File: src/rtl/shape_ctrl_pkg.sv
// rtl/shape_ctrl_pkg.sv - shared types and constants for the shape-select sequencer
// Contents: browse/full-screen state enum, shape index constants, commit position defaults.
package shape_ctrl_pkg;

    typedef enum logic {
        BROWSE = 1'b0,
        FULL   = 1'b1
    } state_e;

    localparam int SHAPE_CIRCLE   = 0;
    localparam int SHAPE_TRIANGLE = 1;
    localparam int SHAPE_SQUARE   = 2;
    localparam int SHAPE_RECT     = 3;

    // Commit point: first pixel of the first vertical-blank line.
    localparam int V_COMMIT_DEFAULT = 480;
    localparam int H_COMMIT         = 0;

endpackage

File: src/rtl/btn_debounce.sv
// rtl/btn_debounce.sv - button synchronizer, debouncer and press-pulse generator
// Ports:
//   clk, rst_n   : clock, asynchronous active-low reset
//   btn_raw      : raw asynchronous button level, active-high
//   press_pulse  : one-cycle pulse when a debounced 0->1 transition is accepted
module btn_debounce #(
    parameter int DEBOUNCE_CYCLES = 250000
) (
    input  logic clk,
    input  logic rst_n,
    input  logic btn_raw,
    output logic press_pulse
);

    localparam int CW = (DEBOUNCE_CYCLES > 1) ? $clog2(DEBOUNCE_CYCLES) : 1;
    localparam logic [CW-1:0] CNT_MAX = CW'(DEBOUNCE_CYCLES - 1);

    logic          sync1_q, sync2_q;
    logic          samp_q, samp_d;
    logic          acc_q, acc_d;
    logic [CW-1:0] cnt_q, cnt_d;

    always_ff @(posedge clk or negedge rst_n) begin
        if (!rst_n) begin
            sync1_q <= 1'b0;
            sync2_q <= 1'b0;
            samp_q  <= 1'b0;
            cnt_q   <= '0;
            acc_q   <= 1'b0;
        end else begin
            sync1_q <= btn_raw;
            sync2_q <= sync1_q;
            samp_q  <= samp_d;
            cnt_q   <= cnt_d;
            acc_q   <= acc_d;
        end
    end

    always_comb begin
        samp_d = sync2_q;
        cnt_d  = cnt_q;
        // Once the counter saturates, samp_q has been stable long enough.
        acc_d  = (cnt_q == CNT_MAX) ? samp_q : acc_q;
        if (sync2_q != samp_q) begin
            cnt_d = '0;
        end else if (cnt_q != CNT_MAX) begin
            cnt_d = cnt_q + 1'b1;
        end
    end

    // High exactly in the cycle before acc_q takes a new 1 level.
    assign press_pulse = (cnt_q == CNT_MAX) && samp_q && !acc_q;

endmodule

File: src/rtl/shape_select_ctrl.sv
// rtl/shape_select_ctrl.sv - browse/full-screen sequencer with vblank-committed shape select
// Optional feature macro: SHAPE_AUTO_CYCLE_EN (idle auto-advance of the pending index).
// Ports:
//   clk, rst_n                              : pixel clock, asynchronous active-low reset
//   btn_next/btn_prev/btn_enter/btn_back    : raw active-high buttons
//   HCount, VCount                          : VGA timing position
//   shape_select                            : committed one-hot shape select
//   completeScreen                          : committed full-screen flag
//   cursor_idx                              : uncommitted pending index
module shape_select_ctrl
    import shape_ctrl_pkg::*;
#(
    parameter int NUM_SHAPES      = 4,
    parameter int DEBOUNCE_CYCLES = 250000,
    parameter int V_COMMIT        = V_COMMIT_DEFAULT
`ifdef SHAPE_AUTO_CYCLE_EN
    , parameter int AUTO_FRAMES   = 300
`endif
) (
    input  logic                          clk,
    input  logic                          rst_n,
    input  logic                          btn_next,
    input  logic                          btn_prev,
    input  logic                          btn_enter,
    input  logic                          btn_back,
    input  logic [9:0]                    HCount,
    input  logic [9:0]                    VCount,
    output logic [NUM_SHAPES-1:0]         shape_select,
    output logic                          completeScreen,
    output logic [$clog2(NUM_SHAPES)-1:0] cursor_idx
);

    localparam int IW = $clog2(NUM_SHAPES);
    localparam logic [IW-1:0] IDX_MAX = IW'(NUM_SHAPES - 1);

    logic next_p, prev_p, enter_p, back_p;
    logic commit;

    state_e                state_q, state_d;
    logic [IW-1:0]         idx_q, idx_d;
    logic                  full_q, full_d;
    logic [NUM_SHAPES-1:0] sel_q, sel_d;
    logic                  scr_q, scr_d;

    function automatic logic [IW-1:0] idx_inc(input logic [IW-1:0] i);
        return (i == IDX_MAX) ? '0 : i + 1'b1;
    endfunction

    function automatic logic [IW-1:0] idx_dec(input logic [IW-1:0] i);
        return (i == '0) ? IDX_MAX : i - 1'b1;
    endfunction

    btn_debounce #(.DEBOUNCE_CYCLES(DEBOUNCE_CYCLES)) u_db_next  (.clk(clk), .rst_n(rst_n), .btn_raw(btn_next),  .press_pulse(next_p));
    btn_debounce #(.DEBOUNCE_CYCLES(DEBOUNCE_CYCLES)) u_db_prev  (.clk(clk), .rst_n(rst_n), .btn_raw(btn_prev),  .press_pulse(prev_p));
    btn_debounce #(.DEBOUNCE_CYCLES(DEBOUNCE_CYCLES)) u_db_enter (.clk(clk), .rst_n(rst_n), .btn_raw(btn_enter), .press_pulse(enter_p));
    btn_debounce #(.DEBOUNCE_CYCLES(DEBOUNCE_CYCLES)) u_db_back  (.clk(clk), .rst_n(rst_n), .btn_raw(btn_back),  .press_pulse(back_p));

    assign commit = (HCount == 10'(H_COMMIT)) && (VCount == 10'(V_COMMIT));

`ifdef SHAPE_AUTO_CYCLE_EN
    localparam int AW = $clog2(AUTO_FRAMES + 1);
    localparam logic [AW-1:0] IDLE_LAST = AW'(AUTO_FRAMES - 1);

    logic [AW-1:0] idle_q, idle_d;

    always_ff @(posedge clk or negedge rst_n) begin
        if (!rst_n) begin
            idle_q <= '0;
        end else begin
            idle_q <= idle_d;
        end
    end
`endif

    always_ff @(posedge clk or negedge rst_n) begin
        if (!rst_n) begin
            state_q <= BROWSE;
            idx_q   <= IW'(SHAPE_CIRCLE);
            full_q  <= 1'b0;
            sel_q   <= {{(NUM_SHAPES-1){1'b0}}, 1'b1};
            scr_q   <= 1'b0;
        end else begin
            state_q <= state_d;
            idx_q   <= idx_d;
            full_q  <= full_d;
            sel_q   <= sel_d;
            scr_q   <= scr_d;
        end
    end

    always_comb begin
        state_d = state_q;
        idx_d   = idx_q;
        full_d  = full_q;
        sel_d   = sel_q;
        scr_d   = scr_q;

        // Commit samples the pending state as it was before this cycle's
        // pulses, so a coincident press lands on the following frame.
        if (commit) begin
            sel_d        = '0;
            sel_d[idx_q] = 1'b1;
            scr_d        = full_q;
        end

        case (state_q)
            BROWSE: begin
                if (enter_p) begin
                    full_d  = 1'b1;
                    state_d = FULL;
                end else if (next_p && !prev_p) begin
                    idx_d = idx_inc(idx_q);
                end else if (prev_p && !next_p) begin
                    idx_d = idx_dec(idx_q);
                end
            end
            FULL: begin
                if (back_p) begin
                    full_d  = 1'b0;
                    state_d = BROWSE;
                end
            end
        endcase

`ifdef SHAPE_AUTO_CYCLE_EN
        idle_d = idle_q;
        if (next_p || prev_p || enter_p || back_p || state_q != BROWSE) begin
            idle_d = '0;
        end else if (commit) begin
            if (idle_q == IDLE_LAST) begin
                idle_d = '0;
                idx_d  = idx_inc(idx_q);
            end else begin
                idle_d = idle_q + 1'b1;
            end
        end
`endif
    end

    assign shape_select   = sel_q;
    assign completeScreen = scr_q;
    assign cursor_idx     = idx_q;

endmodule

File: config.mk
export PLATFORM = sky130hd
export DESIGN_NAME = shape_select_ctrl
export DESIGN_NICKNAME = d
export VERILOG_FILES = /design/src/rtl/shape_ctrl_pkg.sv /design/src/rtl/btn_debounce.sv /design/src/rtl/shape_select_ctrl.sv
export SDC_FILE = /design/constraint.sdc
export NUM_CORES = 1
export LEC_CHECK = 0
export BUFFER_PORTS_ARGS = -buffer_cell sky130_fd_sc_hd__buf_4
export CAP_MARGIN = 20
export CORE_UTILIZATION = 30
export CTS_CLUSTER_SIZE = 28
export DETAILED_ROUTE_END_ITERATION = 12
export GPL_TIMING_DRIVEN = 0
export SYNTH_ARGS = -nofsm -noshare
export SYNTH_HDL_FRONTEND = slang
export SYNTH_HIERARCHICAL = 1
export SYNTH_SLANG_ARGS = --single-unit
File: constraint.sdc
create_clock -name clk -period 3.5 [get_ports clk]
set_clock_uncertainty 0.15 [all_clocks]
set_input_delay 0.175 -clock clk [delete_from_list [all_inputs] [get_ports clk]]
set_output_delay 0.175 -clock clk [all_outputs]
set_load 0.05 [all_outputs]
==> metrics.cfg <==
[setup_path]
start_kind = flip-flop
worstPathRequired_ps = 3620
reg2reg_depth = 11
crit_path_top_delay_cell = or4_4
crit_type = flip-flop to flip-flop
r2r_end = cursor_idx[0]$_DFFE_PN0P_
arrival_ps = 3180
endpoint_kind = flip-flop
crit_chain = or4_4, nor4_4, nand2b_1, buf_6, nor3b_1, inv_1, ha_1, or3_1, nor3_1, a21oi_1, o21ai_0
cpPeakStageDelay_ps = 560
crit_path_max_fanout = 5
r2r_start = u_db_prev/cnt_q[11]$_DFFE_PN0P_
r2r_slack_ps = 440

[placed_design]
gp_congestion = 0.7888
portBuffers = 32
dp_cells = 713
place_hpwl_mm = 6.457

[synth]
syn_nets = 499
synth-edff-count = 0
netlist_area_mm2 = 0.004828
async_reset_ff_share_pct = 100.0
synth_cells = 464
synthDistinctLibCells = 39
yosysSeqAreaShare_pct = 50.30
yosys_warnings = 6
postSynthAreaPerCell_um2 = 10.41
ys_ff_latch = 97
synth_flop_cell = dfrtp_1

[floorplan]
die_w_um = 128.9
die_area_mm2 = 0.01661
die_h_um = 128.9
row_count = 46
start_util_pct = 30.62
core-area_mm2 = 0.01577
io_pins = 33

[outcome]
status = finished, violations left
violations = DRC

[cells_and_area]
finalNonFillerCells = 734
final_common_cell = dfrtp_1
final_cell_mix = 96 x dfrtp_1, 48 x nor2_1, 43 x nand2_1
area_delta_synth_final_pct = 18.19
antennaDiodeCount = 0
drive_above_1_share_pct = 15.64
fin_nets = 548

[pwr]
clkPwrFrac_pct = 41.9
p_sw_w = 0.0005603
p_seq_share_pct = 52.0
leakage_nw = 2.340
power.density_mw_per_mm2 = 399.2
swShare_pct = 24.59
ir_drop_mv = 0.2483
internal-power_w = 0.001718
pwr-share-comb_pct = 6.1

[cts]
post-cts-setup-buffer-count = 0
clock_latency_ps = 350
root_buffer = clkbuf_16
cts_resized = 0
cts_max_path_buffers = 2
cts.clk_slew.worst_paths_ps = 70
cts_num_sinks = 97
h-tree-depth = 3
cts-hold-fix-buffers = 5
cts_made_buffers = 9
cts_tree = yes

[grt]
antenna_found_initial = 0
grt_util_met1_pct = 14.78
grt_pass1_vias = 3554
grt_pass1_wl_mm = 16.28
grtUsageMet3_pct = 3.368
grtUsageMet2_pct = 21.18
gr-total-overflow = 0
grt_use_total_pct = 12.32
grt_max_degree = 55
busiest_layer = met2

[hold_path]
hold_path_class = primary input to flip-flop
min_to = shape_select[1]$_DFFE_PN0P_
hold_path_depth = 5
min-delay-start = HCount[8]

[drt]
vias = 3558
drt_iter0_drc = 313
drc = 1
wl_per_cell_um = 12.44
wirelength_mm = 9.128
vias_per_cell = 4.847
antenna_left = 0
dr.pass1.iters = 8

[sta]
max-slew-margin-rel_pct = 55.33
rsz0062_at_grt = no
holdWs_ps = 176.7
finalCritPeriodShare_pct = 87.45
hold_violations = 0
finalMaxSlewViolations = 0
finalSetupViolCount = 0
tns_ps = 0
tightest_slew_ps = 663.9
period_needed_ps = 3061
max_freq_mhz = 326.7

[flow_run]
maxCapViolations = 0

## Yosys cell counts (10+ instances only)
cell type | n | area (µm²)
xnor2_1 | 36 | 315.3
nand4_1 | 16 | 100.1
nand2_1 | 43 | 161.4
inv_1 | 14 | 52.55
nand3_1 | 13 | 65.06
nor4_1 | 21 | 131.4
a31oi_1 | 12 | 75.07
nor2_1 | 48 | 180.2
nor3_1 | 17 | 85.08
or3_1 | 11 | 68.82
xor2_1 | 10 | 87.58
a21oi_1 | 18 | 90.09
o21ai_0 | 17 | 85.08
dfrtp_1 | 96 | 2402
## layer usage
layer | wire [µm] | vias up
li1 | - | 1768
met1 | 4232 | 1757
met2 | 4480 | 23
met3 | 271 | 10
met4 | 144 | 0
met5 | 0 | -
## critical path, delay by kind of cell (launching register included)
kind	cells	cell delay, ps
DFF	1	420
buffers and inverters	2	200
AOI/OAI and AO/OA	2	150
adders and majority gates	1	260
and+or+nand+nor	6	1790
## final cells by class
type,instances,area (µm²)
Buffer,10,60.06
Clock buffer,10,239.0
Clock inverter,6,51.30
Fill cell,1598,10060
Inverter,14,52.55
Multi-Input combinational cell,343,2287
Sequential cell,97,2429
Tap cell,216,270.3
Timing Repair Buffer,38,317.8
## worst max-delay path by stage
stage / slack, ps / to / cells after the start / start
after floorplan: 620 / cursor_idx[0]$_DFFE_PN0P_ / 11 / u_db_prev/cnt_q[11]$_DFFE_PN0P_
after global placement: 470 / cursor_idx[0]$_DFFE_PN0P_ / 9 / u_db_next/cnt_q[5]$_DFFE_PN0P_
after detailed placement: 430 / cursor_idx[0]$_DFFE_PN0P_ / 11 / u_db_prev/cnt_q[8]$_DFFE_PN0P_
after CTS: 420 / cursor_idx[0]$_DFFE_PN0P_ / 11 / u_db_prev/cnt_q[11]$_DFFE_PN0P_
after global routing: 230 / cursor_idx[0]$_DFFE_PN0P_ / 9 / u_db_next/cnt_q[4]$_DFFE_PN0P_
final: 440 / cursor_idx[0]$_DFFE_PN0P_ / 11 / u_db_prev/cnt_q[11]$_DFFE_PN0P_
## flip-flops by register name (all words and copies together) (netlist names), 2 cells and up
signal            flops
cursor_idx            2
u_db_next/cnt_q      18
u_db_prev/cnt_q      18
u_db_back/cnt_q      18
shape_select          4
u_db_enter/cnt_q     18
## cells by family (layout without fill, tap and decap cells)
group / after synthesis / count (layout) / share of synthesized area [%]
simple gates: 212 / 212 / 25.29
flops: 97 / 97 / 50.30
compound gates: 59 / 59 / 7.334
xor+xnor: 46 / 46 / 8.344
buf+inv: 24 / 78 / 2.332
mux: 17 / 17 / 4.068
fa+ha+maj: 9 / 9 / 2.332
## through the flow
stage | power [W] | instance area [µm²] | worst slack (ps) | utilization [%]
6_report | 0.002278 | 5707 | 439.4 | 36.19
5_1_grt | 0.002397 | 5707 | 232.4 | 36.19
4_1_cts | 0.002324 | 5707 | 418.8 | 36.19
3_5_place_dp | 0.001344 | 5366 | 425.4 | 34.03
3_3_place_gp | 0.001334 | 5339 | 466.6 | 33.85
2_1_floorplan | 0.001268 | 4828 | 619.9 | -
## power by group through the flow
| stage | sequential, W | combinational, W | clock, W |
|---|---|---|---|
| after floorplan | 0.00120 | 0.0000714 | 0 |
| after global placement | 0.00120 | 0.000130 | 0 |
| after detailed placement | 0.00120 | 0.000139 | 0 |
| after CTS | 0.00118 | 0.000144 | 0.000996 |
| after global routing | 0.00119 | 0.000160 | 0.00105 |
| final | 0.00118 | 0.000140 | 0.000955 |
(Power assumes the default switching activity.)
